`config.mk`:
```
export PLATFORM = sky130hd
export DESIGN_NAME = oled_spi_tx
export DESIGN_NICKNAME = d
export VERILOG_FILES = /design/src/rtl/oled_spi_pkg.sv /design/src/rtl/spi_tick_gen.sv /design/src/rtl/oled_spi_tx.sv
export SDC_FILE = /design/constraint.sdc
export NUM_CORES = 1
export LEC_CHECK = 0
export BUFFER_PORTS_ARGS = -buffer_cell sky130_fd_sc_hd__buf_2
export CELL_PAD_IN_SITES_DETAIL_PLACEMENT = 1
export CELL_PAD_IN_SITES_GLOBAL_PLACEMENT = 1
export CORE_MARGIN = 2
export CORE_UTILIZATION = 43
export DETAILED_ROUTE_END_ITERATION = 7
export GPL_ROUTABILITY_DRIVEN = 0
export PLACE_DENSITY = 0.8
export SYNTH_ARGS = -nofsm -noshare
export SYNTH_HDL_FRONTEND = slang
export SYNTH_SLANG_ARGS = --single-unit
```
`constraint.sdc`:
```
create_clock -name Clock -period 4.8 [get_ports Clock]
set_input_delay 0.96 -clock Clock [delete_from_list [all_inputs] [get_ports Clock]]
set_output_delay 0.96 -clock Clock [all_outputs]
set_load 0.02 [all_outputs]
```
`src/rtl/oled_spi_pkg.sv`:
```
// Shared types and constants for the OLED SPI byte transmitter.
// Holds the FSM state encoding and the frame geometry constants.
package oled_spi_pkg;

    typedef enum logic [1:0] {
        IDLE,
        SETUP,
        SHIFT,
        HOLD
    } spi_state_t;

    localparam int BITS_PER_BYTE          = 8;
    localparam int HALF_PERIODS_PER_FRAME = 18;

endpackage

```
`src/rtl/spi_tick_gen.sv`:
```
// Half-period tick generator: counts 0..CLK_DIV-1, Tick on the last count.
// Ports: Clock, Reset (sync, high), Clear (restart count), Tick (out).
module spi_tick_gen #(
    parameter int CLK_DIV = 4
) (
    input  logic Clock,
    input  logic Reset,
    input  logic Clear,
    output logic Tick
);

    localparam int W = (CLK_DIV > 1) ? $clog2(CLK_DIV) : 1;
    localparam logic [W-1:0] LAST = W'(CLK_DIV - 1);

    logic [W-1:0] cnt_q;

    assign Tick = (cnt_q == LAST);

    always_ff @(posedge Clock) begin
        if (Reset || Clear) begin
            cnt_q <= '0;
        end else if (Tick) begin
            cnt_q <= '0;
        end else begin
            cnt_q <= cnt_q + 1'b1;
        end
    end

endmodule

```
`src/rtl/oled_spi_tx.sv`:
```
// SPI mode-0 write-only byte transmitter for the OLED pads, MSB first.
// Ports: Tx* byte handshake in, Busy out, nCS/DnC/SDIN/SCLK registered pads.
module oled_spi_tx
    import oled_spi_pkg::*;
#(
    parameter int CLK_DIV = 4
) (
    input  logic       Clock,
    input  logic       Reset,
    input  logic [7:0] TxData,
    input  logic       TxDnC,
    input  logic       TxValid,
    output logic       TxReady,
    output logic       Busy,
    output logic       nCS,
    output logic       DnC,
    output logic       SDIN,
    output logic       SCLK
);

    localparam logic [2:0] LAST_BIT = 3'(BITS_PER_BYTE - 1);

    spi_state_t state_q;
    logic [7:0] shift_q;
    logic [2:0] bit_q;
    logic       ncs_q;
    logic       dnc_q;
    logic       sdin_q;
    logic       sclk_q;
    logic       tick;
    logic       accept;

    assign TxReady = !Reset &&
                     ((state_q == IDLE) || ((state_q == HOLD) && tick));
    assign accept  = TxValid && TxReady;
    assign Busy    = (state_q != IDLE);
    assign nCS     = ncs_q;
    assign DnC     = dnc_q;
    assign SDIN    = sdin_q;
    assign SCLK    = sclk_q;

    // Accept is the only way into SETUP, so it doubles as the divider clear.
    spi_tick_gen #(
        .CLK_DIV(CLK_DIV)
    ) u_tick (
        .Clock(Clock),
        .Reset(Reset),
        .Clear(accept),
        .Tick (tick)
    );

    always_ff @(posedge Clock) begin
        if (Reset) begin
            state_q <= IDLE;
            shift_q <= '0;
            bit_q   <= '0;
            ncs_q   <= 1'b1;
            dnc_q   <= 1'b0;
            sdin_q  <= 1'b0;
            sclk_q  <= 1'b0;
        end else if (accept) begin
            state_q <= SETUP;
            shift_q <= TxData;
            bit_q   <= '0;
            ncs_q   <= 1'b0;
            dnc_q   <= TxDnC;
            sdin_q  <= TxData[7];
        end else begin
            unique case (state_q)
                IDLE: begin
                    ncs_q  <= 1'b1;
                    sclk_q <= 1'b0;
                end
                SETUP: begin
                    if (tick) begin
                        state_q <= SHIFT;
                        sclk_q  <= 1'b1;
                    end
                end
                SHIFT: begin
                    if (tick) begin
                        if (sclk_q) begin
                            // Falling edge: bit counter wraps to 0 after bit0,
                            // and SDIN keeps bit0 for the final low phase.
                            sclk_q <= 1'b0;
                            bit_q  <= bit_q + 1'b1;
                            if (bit_q != LAST_BIT) begin
                                shift_q <= {shift_q[6:0], 1'b0};
                                sdin_q  <= shift_q[6];
                            end
                        end else if (bit_q == '0) begin
                            // Low phase after the 8th fall ends the byte.
                            state_q <= HOLD;
                        end else begin
                            sclk_q <= 1'b1;
                        end
                    end
                end
                HOLD: begin
                    if (tick) begin
                        state_q <= IDLE;
                        ncs_q   <= 1'b1;
                    end
                end
            endcase
        end
    end

endmodule

```
---- Word level (Yosys, flattened, before mapping) ----
Cells that the tools add are included.
operators by class
  add/sub/neg operators ................... 2
  multiply operators ...................... 0
  divide/modulo/power cells ............... 0
  magnitude comparators ................... 0
  equality and inequality tests ........... 15
  shift operators ......................... 0
  multiplexer cells ....................... 24
  bitwise operators ....................... 1
  reduce and logical (&&, ||, !) cells .... 25
operator list
  kind                 count
  $mux 7               5
  $ne 3x2->1 const B   5
  $reduce_and 6->1     2
  $mux 1               11
  $mux 2               5
  $ne 2x2->1 const B   5
  $reduce_bool 2->1    5
  $reduce_bool 3->1    3
  $reduce_and 4->1     2
  $eq 2x2->1 const B   3
  $pmux 2 s3           1
  $reduce_bool 4->1    1
  $reduce_or 2->1      2
  $add 3x1->3 const B  1
  $logic_and 1x1->1    3
  $logic_not 3->1      1
  $ne 3x3->1 const B   1
  $pmux 1 s3           1
  $reduce_and 3->1     1
  $add 2x1->2 const B  1
  $eq 2x1->1 const B   1
  $logic_not 2->1      1
  $logic_or 1x1->1     2
  $pmux 1 s2           1
  other kinds (3)      3
storage, ports and cells
  register bits ........................... 18
  bits in latches ......................... 0
  bits in writable memories ............... 0
  ROM bits ................................ 0
  input port bits ......................... 12
  output and inout port bits .............. 6
  word-level logic and storage cells ...... 76
  memories kept ........................... 0

---- Logic depth before layout (Yosys ltp) ----
  depth in word-level cells ............... 7
  depth in mapped cells ................... 8
  mapped depth without buffers ............ 6

---- Modules after synthesis ----
Synthesis repeated with hierarchy kept, for this count alone.
unflattened totals
  cells, all modules ...................... 111
  area, all modules ....................... 962.2 um2
modules (own cells, without submodules)
  module        instances  cells each  area an instance (um2)  sequential area each (um2)
  oled_spi_tx   1          106         882.1                   320.3
  spi_tick_gen  1          5           80.1                    40.0

---- Worst setup path after synthesis ----
Ideal clock, no wire load.
  kind .................................... input port to output port
  from .................................... input Reset
  to ...................................... output TxReady
  data arrival time ....................... 1462 ps
  data required time ...................... 3840 ps
  slack ................................... 2378 ps
  stages .................................. 2
  path buffers ............................ 1
  path through ............................ buf_1 -> nor2_1
on the way
  word-level cells in the longest chain between the ends .. 2
RTL lines
  element             line               RTL
  start: declaration  oled_spi_tx.sv:9   input logic Reset,
  $logic_not 1->1     oled_spi_tx.sv:33  assign TxReady = !Reset &&
  $logic_and 1x1->1   oled_spi_tx.sv:33
  end: declaration    oled_spi_tx.sv:13  output logic TxReady,
No other way between the ends.

---- Final worst setup path ----
  from .................................... register state_q[1]
  to ...................................... output TxReady
on the way
  word-level cells in the longest chain between the ends .. 4
  elaborated cells between the ends (all ways) .. 5
  those cells by class .................... eq/ne (1); reduce/logical (4)
RTL lines
  element                   line               RTL
  start: declaration        oled_spi_tx.sv:23  spi_state_t state_q;
  start signal: assignment  oled_spi_tx.sv:54  state_q <= IDLE;
  start signal: assignment  oled_spi_tx.sv:62  state_q <= SETUP;
  start signal: assignment  oled_spi_tx.sv:76  state_q <= SHIFT;
  $eq 2x2->1                oled_spi_tx.sv:34  ((state_q == IDLE) || ((state_q == HOLD) && tick));
  $logic_and 1x1->1         oled_spi_tx.sv:34
  $logic_or 1x1->1 (*)      oled_spi_tx.sv:34
  $logic_and 1x1->1 (*)     oled_spi_tx.sv:33
Mark *: on every way between the ends. The rest lies on a longest branch, timed or not.

==> metrics.md <==
| Metric | Value |
|---|---|
| TritonCTS clock tree | `yes` |
| Routed wire length | `1.929 mm` |
| Grt total ovfl | `0` |
| Core region area | `approximately 2200 µm²` |
| Via density | `about 5.3` |
| Largest net degree at the start of global routing | `18` |
| Critical Path Start Type | `flop` |
| XOR/XNOR share of the synthesized area | `0.9044%` |
| FF-to-FF End | `shift_q[6]` |
| Avg Cell Area, Syn | `between 9 and 10 µm²` |
| Dpl cells | `around 140` |
| Global-route wire length before repair | `3.374 mm` |
| Fraction of layout instances using a drive strength above 1 | `about 22%` |
| Later-pin clock latency in the skew report | `around 290 ps` |
| Slew @ Worst Pin | `between 500 and 600 ps` |
| Area leader, netlist | `dfxtp_1` |
| Yosys warnings | `0` |
| Initial Util | `between 40% and 50%` |
| Post-CTS resize count | `0` |
| Fillers | `approximately 280` |
| Cell Count, Final, Fillers Out | `146` |
| # rows | `17` |
| Worst path slowest cell | `dfxtp_1` |
| Main flop type after synthesis | `dfxtp_1` |
| Final design utilization | `between 40% and 50%` |
| CTS buffer count | `3` |
| Top delay family on crit path | `flip-flops` |
| Peak per-stage delay on the critical path | `around 420 ps` |
| Compound-Gate Fraction of Synth Area | `approximately 17%` |
| Termination of the worst setup path | `TxReady` |
| Worst VDD drop | `between 0.1 and 0.15 mV` |
| Final period util | `about half` |
| Hold_ws | `435.4 ps` |
| WS Path Type | `flop to primary output` |
| CP Capture Type | `primary output` |
| Synth Area in Simple Gates | `between 10% and 20%` |
| Yosys cell types | `28` |
| Cells along the critical path | `ha_1 > a21oi_2 > nor2_1 > buf_2` |
| Max Cap Viol | `0` |
| Worst Hold Class | `flop to flop` |
| R2R cell count | `5` |
| Finished layout cell area | `approximately 1100 µm²` |
| Place WS | `2421 ps` |
| Top cell type's share of synthesized area | `a little under two fifths` |
| CTS Sinks | `18` |
| # DRC | `0` |
| Syn Nets | `about 130` |
| Vias in the first global route | `750` |
| Placed Instance Area | `between 1000 and 1500 µm²` |
| Total power | `between 200 and 300 µW` |
| Initial antenna violation count | `0` |
| Global-route usage over all layers | `between 10% and 20%` |
| RSZ-0062 raised after global routing | `no` |
| Synth cell count leaders | `dfxtp_1 (18), nor2_1 (18), mux2i_1 (10)` |
| FFs w/ async S/R, synth | `0%` |
| Synth area leaders | `dfxtp_1 (37%), ha_1 (12%), mux2i_1 (10%)` |
| Port bufs | `17` |
| Nets | `141` |
| Reg clk slew, reported paths | `~100 ps` |
| Maximum clock frequency | `about 420 MHz` |
| Outcome | `completed` |
| Clock buffer depth | `2` |
| Skew final | `about 6 ps` |
| Post-synthesis mux area share | `slightly above 10%` |
| Synthesized area | `968.4 µm²` |
| # setup viols final | `0` |
| Worst R2R Setup Slack | `between 2000 and 3000 ps` |
| Syn-to-layout area delta | `8.915%` |
| Full die area | `about 2600 µm²` |
| DR pass1 iterations | `4` |
| Diode count | `0` |
| First DRT Iteration DRCs | `9` |
| Worst Setup SP | `state_q[1]` |
| Seq cells post-synth | `18` |
| Final Worst Setup Slack | `about 2400 ps` |
| Slew Limit Fails | `0` |
| Leakage power | `just over 0.5 nW` |
| I/O pins | `18` |
| Area of the multi-input gates | `around 530 µm²` |
| Stages on the worst setup path | `4` |
| Vias post-DR | `between 700 and 800` |
| Die width | `about 51 µm` |
| CP bufs+invs | `1` |
| Crit path time final | `2408 ps` |
| Cells after Synth | `104` |
| Req. time, crit path | `about 3800 ps` |
| FF+latch area | `approximately 360 µm²` |
| Pwr dens | `~260 nW/µm²` |
| Post-CTS setup buffer count | `0` |
| Post-DP HPWL | `1.496 mm` |
| Post-CTS Hold Buffers | `0` |
| Sequential area share after synthesis | `37.21%` |
| Mean routed wirelength per cell | `13.21 µm` |
| Fin. Hold Viols | `0` |
| Post-Synth Adder-Cell Area | `about an eighth` |
| Worst R2R Start | `state_q[1]` |
| Die Height | `51.46 µm` |
| EDFF count, synth | `0` |
| Slew HR | `approximately three fifths` |
| # H-tree levels | `1` |
| ANT nets after route | `0` |
| Setup TNS | `0 ps` |
| Largest family of logic cells by synthesized area | `compound AO/OA/AOI/OAI gates` |
| Root Driver | `clkbuf_4` |
| Crit path max fanout | `8` |
| CP arrival | `between 1000 and 1500 ps` |
[layer usage]
| metal | part of all wire, % | track usage, % |
|---|---|---|
| met1 | 46 | 19.35 |
| met2 | 49 | 30.13 |
| met3 | 3.9 | 4.094 |
| met4 | 1.6 | 7.895 |
| met5 | 0 | 0 |
[power breakdown]
part	switching, mW	leakage (nW)	internal, mW
clock network	0.0450	0.0138	0.0292
logic	0.0238	0.358	0.0167
registers	0.00470	0.147	0.157
[layout make-up]
cell class | count | share of cell area (%)
Timing Repair Buffer | 17 | 8.066
Sequential cell | 18 | 34.16
Tap cell | 28 | 3.321
Clock buffer | 3 | 2.135
Multi-Input combinational cell | 73 | 49.82
Inverter | 7 | 2.491
[cells by family after synthesis]
kind of cell    after synthesis
xor+xnor                      1
flops                        18
mux                          10
fa+ha+maj                     9
simple gates                 30
compound gates               23
buf+inv                      13
[worst reg2reg max path, cell delays in order, from the launching register on]
cell and delay [ps]:
dfxtp_1 420, ha_1 350, a21oi_2 120, or3_1 590
nor2_1 210, a211oi_1 70
[worst min-delay path by stage]
stage                           end  depth (start not counted)       startpoint
floorplan           u_tick.cnt_q[0]                          1  u_tick.cnt_q[0]
global placement    u_tick.cnt_q[0]                          1  u_tick.cnt_q[0]
detailed placement  u_tick.cnt_q[0]                          1  u_tick.cnt_q[0]
CTS                 u_tick.cnt_q[0]                          1  u_tick.cnt_q[0]
global route        u_tick.cnt_q[0]                          1  u_tick.cnt_q[0]
finish              u_tick.cnt_q[0]                          1  u_tick.cnt_q[0]
[registers in the layout (all words and copies together) (netlist names)]
register      count
SCLK              1
u_tick.cnt_q      2
SDIN              1
nCS               1
state_q           2
bit_q             3
DnC               1
shift_q           7
[cells in the final DEF (no fill, tap or decap), drive strengths merged]
cell / instances
a211oi: 8
xnor2: 1
nand3: 3
or2: 1
mux2i: 10
o21ba: 1
dfxtp: 18
nor3b: 2
o2111ai: 1
ha: 9
o21ai: 6
a21oi: 4
nor2b: 1
clkbuf: 3
nand2: 2
a311oi: 1
nor2: 18
nor3: 1
inv: 7
o31ai: 2
or3: 1
or3b: 1
buf: 17
Power figures use the tool's default switching activity.
